File: config.mk
export PLATFORM = sky130hd
export DESIGN_NAME = mode_selector
export DESIGN_NICKNAME = d
export VERILOG_FILES = /design/src/rtl/mode_selector.sv
export SDC_FILE = /design/constraint.sdc
export NUM_CORES = 1
export LEC_CHECK = 0
export BUFFER_PORTS_ARGS = -buffer_cell sky130_fd_sc_hd__buf_2
export CORE_MARGIN = 2
export CORE_UTILIZATION = 55
export DETAILED_ROUTE_END_ITERATION = 8
export PLACE_DENSITY = 0.73
export SLEW_MARGIN = 20
export SYNTH_ARGS = -nofsm -noshare
export SYNTH_HDL_FRONTEND = slang
export SYNTH_SLANG_ARGS = --single-unit
File: constraint.sdc
create_clock -name clk -period 2.3 [get_ports clk]
set_input_delay 0.46 -clock clk [delete_from_list [all_inputs] [get_ports clk]]
set_output_delay 0.46 -clock clk [all_outputs]
set_load 0.02 [all_outputs]
File: src/rtl/mode_selector.sv
// mode_selector: debounced KEY0 press advances a wrapping operation-mode register.
// Optional MODE_SEL_AUTOREPEAT_EN: keep advancing every REPEAT_CYCLES while held.
module mode_selector #(
    parameter int DEBOUNCE_CYCLES = 500000,
    parameter int NUM_MODES       = 12,
    parameter int MODE_W          = 4,
    parameter int REPEAT_CYCLES   = 25000000
) (
    input  logic              clk,
    input  logic              rst,
    input  logic              btn_change_n,
    output logic [MODE_W-1:0] mode,
    output logic              mode_pulse,
    output logic              btn_level
);
    localparam int MAX_CYC = DEBOUNCE_CYCLES > REPEAT_CYCLES ? DEBOUNCE_CYCLES : REPEAT_CYCLES;
    localparam int CNT_W = $clog2(MAX_CYC);
    localparam logic [CNT_W-1:0] DB_LAST = CNT_W'(DEBOUNCE_CYCLES - 1);
    localparam logic [CNT_W-1:0] CNT_MAX = {CNT_W{1'b1}};
`ifdef MODE_SEL_AUTOREPEAT_EN
    localparam logic [CNT_W-1:0] RP_LAST = CNT_W'(REPEAT_CYCLES - 1);
`endif

    typedef enum logic [1:0] {IDLE, PRESS_WAIT, HELD, RELEASE_WAIT} state_t;

    state_t            state_q, state_d;
    logic [CNT_W-1:0]  cnt_q, cnt_d;
    logic [MODE_W-1:0] mode_q, mode_d;
    logic              pulse_q, pulse_d, level_q, level_d;
    logic              s1_q, s2_q, adv;
    logic              pressed_s;

    assign pressed_s  = ~s2_q;
    assign mode       = mode_q;
    assign mode_pulse = pulse_q;
    assign btn_level  = level_q;

    always_ff @(posedge clk or posedge rst) begin
        if (rst) begin
            s1_q    <= 1'b1;
            s2_q    <= 1'b1;
            state_q <= IDLE;
            cnt_q   <= '0;
            mode_q  <= '0;
            pulse_q <= 1'b0;
            level_q <= 1'b0;
        end else begin
            s1_q    <= btn_change_n;
            s2_q    <= s1_q;
            state_q <= state_d;
            cnt_q   <= cnt_d;
            mode_q  <= mode_d;
            pulse_q <= pulse_d;
            level_q <= level_d;
        end
    end

    // Counter saturates by default; every transition clears it explicitly.
    always_comb begin
        state_d = state_q;
        cnt_d   = (cnt_q == CNT_MAX) ? cnt_q : cnt_q + CNT_W'(1);
        level_d = level_q;
        adv     = 1'b0;
        case (state_q)
            IDLE: begin
                cnt_d = '0;
                if (pressed_s) state_d = PRESS_WAIT;
            end
            PRESS_WAIT: begin
                if (!pressed_s) begin
                    state_d = IDLE;
                    cnt_d   = '0;
                end else if (cnt_q == DB_LAST) begin
                    state_d = HELD;
                    cnt_d   = '0;
                    level_d = 1'b1;
                    adv     = 1'b1;
                end
            end
            HELD: begin
                if (!pressed_s) begin
                    state_d = RELEASE_WAIT;
                    cnt_d   = '0;
                end
`ifdef MODE_SEL_AUTOREPEAT_EN
                else if (cnt_q == RP_LAST) begin
                    cnt_d = '0;
                    adv   = 1'b1;
                end
`else
                else cnt_d = '0;
`endif
            end
            RELEASE_WAIT: begin
                if (pressed_s) begin
                    state_d = HELD;
                    cnt_d   = '0;
                end else if (cnt_q == DB_LAST) begin
                    state_d = IDLE;
                    cnt_d   = '0;
                    level_d = 1'b0;
                end
            end
            default: begin
                state_d = IDLE;
                cnt_d   = '0;
            end
        endcase
        pulse_d = adv;
        mode_d  = !adv ? mode_q : (mode_q == MODE_W'(NUM_MODES - 1)) ? '0 : mode_q + MODE_W'(1);
    end
endmodule

==> flow_metrics.py, run 1 <==
metrics = {
    "run_status": {
        "status": "complete, no violations",
    },
    "yosys": {
        "synth_area_um2": 1900,
        "synth.area.mux_share_pct": 2.44,
        "synth_fa_ha_area_share_pct": 1.32,
        "syn_nets": 203,
        "ys_seq_elements": 35,
        "synth_cell_types": 42,
        "synth_xor_area_share_pct": 6.47,
        "synth_warnings": 0,
        "yosysSeqAreaShare_pct": 46.3,
        "synth-compound-area-share_pct": 10.1,
        "synth_top_family_by_area": "simple AND/OR/NAND/NOR gates",
        "synthSimpleGateAreaFrac_pct": 30.9,
        "syn_avg_cell_area_um2": 9.57,
        "synthCells": 198,
    },
    "cells_and_area": {
        "fillers": 290,
        "final_area_um2": 2080,
        "area_growth_pct": 9.70,
        "diodes": 0,
        "final_core_util_pct": 62.8,
        "drive_gt1_share_pct": 15.4,
        "ff_latch_area_um2": 878,
        "multiInputGateArea_um2": 971,
        "finalNetCount": 218,
    },
    "cts": {
        "postCtsSetupBuffers": 0,
        "cts.sinks": 35,
        "cts-buffers-inserted": 5,
        "post_cts_resized": 0,
        "clock_latency_ns": 0.34,
        "cts_tree": "built",
        "htree_levels": 2,
        "hold_buffers": 0,
        "clk_pin_slew_ns": 0.10,
        "cts_buffer_depth": 2,
        "cts_root_buf": "clkbuf_4",
    },
    "sta": {
        "tightest_slew_ns": 0.574,
        "setup_viol": 0,
        "slew_headroom_pct": 61.4,
        "fin_crit_ns": 2.11,
        "fmax_ghz": 0.474,
        "finalCritPeriodShare_pct": 91.7,
        "hold_viol_final": 0,
        "fin_setup_tns_ns": 0,
        "rsz0062_at_grt": "no",
        "slew_violations": 0,
        "skew_ns": 0.00725,
    },
    "route": {
        "drtIter0Drc": 130,
        "via_per_inst": 6.17,
        "antenna_left": 0,
        "vias": 1603,
        "drt-pass1-iter-count": 4,
        "drc": 0,
        "wl_per_cell_um": 14.7,
        "wirelength_mm": 3.83,
    },
    "critical_path": {
        "crit_fanout": 6,
        "path_cells": "ha_1 > nand3_1 > nor4_1 > nand2_1 > and3_1 > nor3_1",
        "cp-start-kind": "register",
        "endpoint_kind": "register",
        "worstSetupPathType": "register to register",
        "crit_family": "simple AND/OR/NAND/NOR gates",
        "arrival_ns": 2.37,
        "crit_path_max_incr_delay_ns": 0.54,
        "crit_required_ns": 2.56,
        "slowest_stage": "nor4_1",
        "critPathBufInv": 0,
    },
    "place": {
        "port_buffers": 8,
        "gp_congestion": 0.900,
        "dpl.hpwl_mm": 2.82,
        "placedInstanceArea_um2": 2010,
    },
    "power_and_ir_drop": {
        "p_leak_nw": 0.882,
        "powerDensity_nw_per_um2": 496,
        "ir_drop_mv": 0.325,
    },
    "job": {
        "drv_cap": 0,
    },
    "grt": {
        "grt_pass1_wl_mm": 6.92,
        "antenna_found_initial": 0,
        "first_global_vias": 1562,
        "grt_overflow": 0,
        "grt_start_max_net_pins": 36,
        "grt.total_usage_pct": 22.1,
    },
    "die": {
        "die_h_um": 62.7,
        "boundaryPins": 9,
        "die_x_um": 62.7,
        "start_util_pct": 57.3,
        "fp.dieArea_um2": 3930,
        "rows": 21,
        "coreArea_um2": 3310,
    },
    "worst_hold_path": {
        "hp-class": "primary input to async pin",
    },
}
## cells in the mapped netlist (all sizes together)
| library cell | count | area (um2) |
|---|---|---|
| or2 | 1 | 6.26 |
| buf | 4 | 20.0 |
| nor3 | 5 | 25.0 |
| and4 | 10 | 90.1 |
| mux2 | 2 | 26.3 |
| and3 | 7 | 43.8 |
| nor3b | 1 | 7.51 |
| a211oi | 2 | 15.0 |
| a21o | 1 | 7.51 |
| o211ai | 2 | 15.0 |
| ha | 2 | 25.0 |
| dfrtp | 33 | 826 |
| and2 | 1 | 6.26 |
| o2111ai | 1 | 8.76 |
| dfstp | 2 | 52.6 |
| or4b | 1 | 13.8 |
| mux2i | 2 | 20.0 |
| or3 | 3 | 18.8 |
| a21boi | 2 | 15.0 |
| a311oi | 2 | 17.5 |
| a21oi | 9 | 45.0 |
| inv | 5 | 18.8 |
| xnor2 | 11 | 96.3 |
| nor4b | 1 | 8.76 |
| o21ai | 8 | 40.0 |
| clkbuf | 2 | 7.51 |
| nor2 | 26 | 97.6 |
| nand3 | 15 | 80.1 |
| nor4 | 5 | 52.6 |
| a31oi | 3 | 18.8 |
| a41oi | 1 | 8.76 |
| xor2 | 3 | 26.3 |
| nand2 | 14 | 52.6 |
| nand4 | 9 | 62.6 |
| nor2b | 2 | 20.0 |
## worst register-to-register path: stages (launching register included)
cell	delay, ns
dfrtp_1	0.44
ha_1	0.25
nand3_1	0.20
nor4_1	0.54
nand2_1	0.21
and3_1	0.25
nor3_1	0.15
## sequential cells by signal, summed over array words and instances (netlist names), named ones only
signal and count:
s1_q 1, cnt_q 25, mode_pulse 1, mode 4, state_q 1, s2_q 1
btn_level 1
## cell type report
type / instances / share of cell area, %
Multi-Input combinational cell: 152 / 46.7
Sequential cell: 35 / 42.2
Timing Repair Buffer: 14 / 4.09
Clock buffer: 8 / 3.31
Tap cell: 46 / 2.77
Inverter: 5 / 0.903
## kinds of logic (layout without fill, tap and decap cells)
group | Yosys count | count (layout)
simple gates | 101 | 101
compound gates | 31 | 31
fa+ha+maj | 2 | 2
mux | 4 | 4
buf+inv | 11 | 27
xor+xnor | 14 | 14
flops | 35 | 35
## worst paths after layout
path,from,slack (ns),depth (start not counted),end
worst min register to register,s1_q,0.36,0,s2_q
worst min-delay path,rst,0.19,3,cnt_q[23]
max in group asynchronous,rst,1.77,3,s2_q
worst max-delay path,cnt_q[0],0.19,6,cnt_q[2]
worst max register to register,cnt_q[0],0.19,6,cnt_q[2]
min in group clk,btn_change_n,0.21,1,s1_q
## metal layers
layer  track usage, %  up-vias  part of all wire (%)
li1                 -      756                     -
met1             29.1      789                    44
met2             35.2       50                    49
met3             5.41        8                   4.6
met4             8.61        0                   1.8
met5                0        -                     0
## cell usage in the layout (no fill, tap or decap), drive strengths merged, types with 2 or more instances in the layout
cell type | Yosys | routed
dfrtp | 33 | 33
nor2 | 26 | 26
nand3 | 15 | 15
nand2 | 14 | 14
buf | 4 | 14
xnor2 | 11 | 11
and4 | 10 | 10
a21oi | 9 | 9
nand4 | 9 | 9
o21ai | 8 | 8
clkbuf | 2 | 8
and3 | 7 | 7
nor3 | 5 | 5
inv | 5 | 5
nor4 | 5 | 5
a31oi | 3 | 3
xor2 | 3 | 3
or3 | 3 | 3
a311oi | 2 | 2
mux2i | 2 | 2
a21boi | 2 | 2
a211oi | 2 | 2
o211ai | 2 | 2
ha | 2 | 2
dfstp | 2 | 2
nor2b | 2 | 2
mux2 | 2 | 2
## report_power, final
part / total [W] / internal (W) / leakage [nW] / switching (W)
registers: 0.000625 / 0.000621 / 0.479 / 0.00000430
logic: 0.0000313 / 0.00000846 / 0.364 / 0.0000228
clock network: 0.000375 / 0.000180 / 0.0386 / 0.000196
total: 0.00103 / 0.000809 / 0.882 / 0.000223
## metrics by stage
step	cells	setup WS, ns	power [W]	hold WS, ns
after floorplan	198	0.454	0.000657	0.345
after global placement	252	0.367	0.000668	0.346
after detailed placement	252	0.239	0.000669	0.350
after CTS	260	0.231	0.00104	0.197
after global routing	260	0.0499	0.00109	0.188
final	260	0.191	0.00103	0.189
No activity file was read; power rests on OpenSTA's default activity.
==> run 2, diff against run 1 <==
CORE_MARGIN = 4   (was 2)
==> flow_metrics.py, run 2 (synthesized netlist as in run 1, its figures left out) <==
metrics = {
    "power_and_ir_drop": {
        "intPower_w": 0.000808,
        "switching_power_w": 0.000231,
        "swShare_pct": 22.2,
        "p_clk_share_pct": 36.8,
        "p_leak_nw": 0.881,
        "powerDensity_nw_per_um2": 497,
        "p_comb_share_pct": 3.0,
        "p_total_w": 0.00104,
        "p_seq_share_pct": 60.2,
        "ir_drop_mv": 0.340,
    },
    "cells_and_area": {
        "final_core_util_pct": 62.6,
        "largest_reg_flops": 25,
        "diodes": 0,
        "drive_gt1_share_pct": 16.4,
        "final_cell_mix": "dfrtp_1, nor2_1, nand3_1, nand2_1, xnor2_1",
        "layout_commonest_cell": "dfrtp_1",
        "finalNetCount": 218,
        "area_growth_pct": 10.2,
        "fillers": 296,
        "max_flop_register": "cnt_q",
    },
    "place": {
        "gp_congestion": 0.971,
        "dpl.hpwl_mm": 2.95,
        "port_buffers": 8,
    },
    "cts": {
        "clock_latency_ns": 0.34,
        "cts-buffers-inserted": 5,
        "cts_root_buf": "clkbuf_4",
        "hold_buffers": 0,
        "cts_buffer_depth": 2,
        "cts_tree": "built",
        "postCtsSetupBuffers": 0,
        "clk_pin_slew_ns": 0.11,
        "cts.sinks": 35,
        "htree_levels": 2,
    },
    "sta": {
        "skew_ns": 0.0121,
        "rsz0062_at_grt": "no",
        "setup_viol": 0,
        "finalCritPeriodShare_pct": 88.1,
        "fin_setup_tns_ns": 0,
        "hold_viol_final": 0,
        "slew_violations": 0,
        "fin_crit_ns": 2.03,
        "slew_headroom_pct": 60.6,
        "tightest_slew_ns": 0.586,
        "fmax_ghz": 0.494,
    },
    "route": {
        "vias": 1565,
        "drt-pass1-iter-count": 4,
        "wl_per_cell_um": 15.2,
        "wirelength_mm": 3.94,
        "drtIter0Drc": 103,
        "antenna_left": 0,
        "via_per_inst": 6.02,
        "drc": 0,
    },
    "die": {
        "rows": 21,
        "die_x_um": 66.7,
        "die_h_um": 66.7,
        "start_util_pct": 56.8,
        "coreArea_um2": 3340,
        "boundaryPins": 9,
        "fp.dieArea_um2": 4450,
    },
    "grt": {
        "grt.total_usage_pct": 21.1,
        "antenna_found_initial": 0,
        "grt_pass1_wl_mm": 7.09,
        "grt_start_max_net_pins": 36,
        "first_global_vias": 1569,
        "grt_overflow": 0,
    },
    "critical_path": {
        "cp-start-kind": "register",
        "crit_fanout": 6,
        "endpoint_kind": "register",
        "arrival_ns": 2.28,
        "crit_required_ns": 2.56,
        "r2r_cells": 7,
        "worstSetupPathType": "register to register",
    },
    "run_status": {
        "status": "complete, no violations",
    },
    "job": {
        "drv_cap": 0,
    },
    "worst_hold_path": {
        "hp-class": "primary input to async pin",
    },
}
run 2: cell types whose count changed in the layout (fill, tap and decap cells not counted):
cell	before	now
clkinvlp_4	0	1
nor4_1	3	2
nor4_2	1	2
clkbuf_1	1	0
run 2: area by class of cell:
class / instances / area (um2) / share of cell area (%)
multi-input cells: 152 / 977 / 46.8
flip-flops and latches: 35 / 878 / 42.0
repair buffers: 14 / 85.1 / 4.07
clock buffers: 7 / 65.1 / 3.11
well taps: 46 / 57.6 / 2.75
inverters: 5 / 18.8 / 0.898
clock inverters: 1 / 7.51 / 0.359
run 2: worst paths after layout:
kind / start / slack (ns) / to
max: cnt_q[0] / 0.27 / cnt_q[2]
min: rst / 0.19 / mode[3]
max reg2reg: cnt_q[0] / 0.27 / cnt_q[2]
min reg2reg: s1_q / 0.36 / s2_q
max in group asynchronous: rst / 1.78 / s2_q
min in group clk: btn_change_n / 0.21 / s1_q
run 2: critical path, stage by stage, from the launching register on:
cell,delay [ns]
dfrtp_1,0.44
ha_1,0.24
nand3_1,0.21
nor4_2,0.40
buf_4,0.18
nand2_1,0.11
and3_1,0.23
nor3_1,0.13
run 2: timing repair:
action	4_1_cts	5_1_grt
gates resized for setup	0	1
endpoints found under the setup margin	0	1
endpoints found under the hold margin	0	0
run 2: metal layers:
| metal | vias to the layer above | wire, um | GRT usage [%] |
|---|---|---|---|
| li1 | 755 | - | - |
| met1 | 763 | 1770 | 27.7 |
| met2 | 38 | 1890 | 32.8 |
| met3 | 9 | 189 | 4.55 |
| met4 | 0 | 87 | 10.7 |
| met5 | - | 0 | 0 |
run 2: power by group through the flow:
| stage | registers (W) | clock network [W] | logic, W |
|---|---|---|---|
| 2_1_floorplan | 0.000636 | 0 | 0.0000214 |
| 3_3_place_gp | 0.000636 | 0 | 0.0000314 |
| 3_5_place_dp | 0.000637 | 0 | 0.0000329 |
| 4_1_cts | 0.000625 | 0.000397 | 0.0000329 |
| 5_1_grt | 0.000626 | 0.000426 | 0.0000371 |
| 6_report | 0.000625 | 0.000382 | 0.0000314 |
run 2: stage by stage:
step / std cells / instance area (um2) / worst slack (ns) / hold WS [ns]
5_1_grt: 260 / 2090 / 0.0781 / 0.181
3_5_place_dp: 252 / 2010 / 0.319 / 0.347
4_1_cts: 260 / 2080 / 0.236 / 0.188
6_report: 260 / 2090 / 0.274 / 0.185
2_1_floorplan: 198 / 1900 / 0.454 / 0.345
3_3_place_gp: 252 / 2010 / 0.374 / 0.346
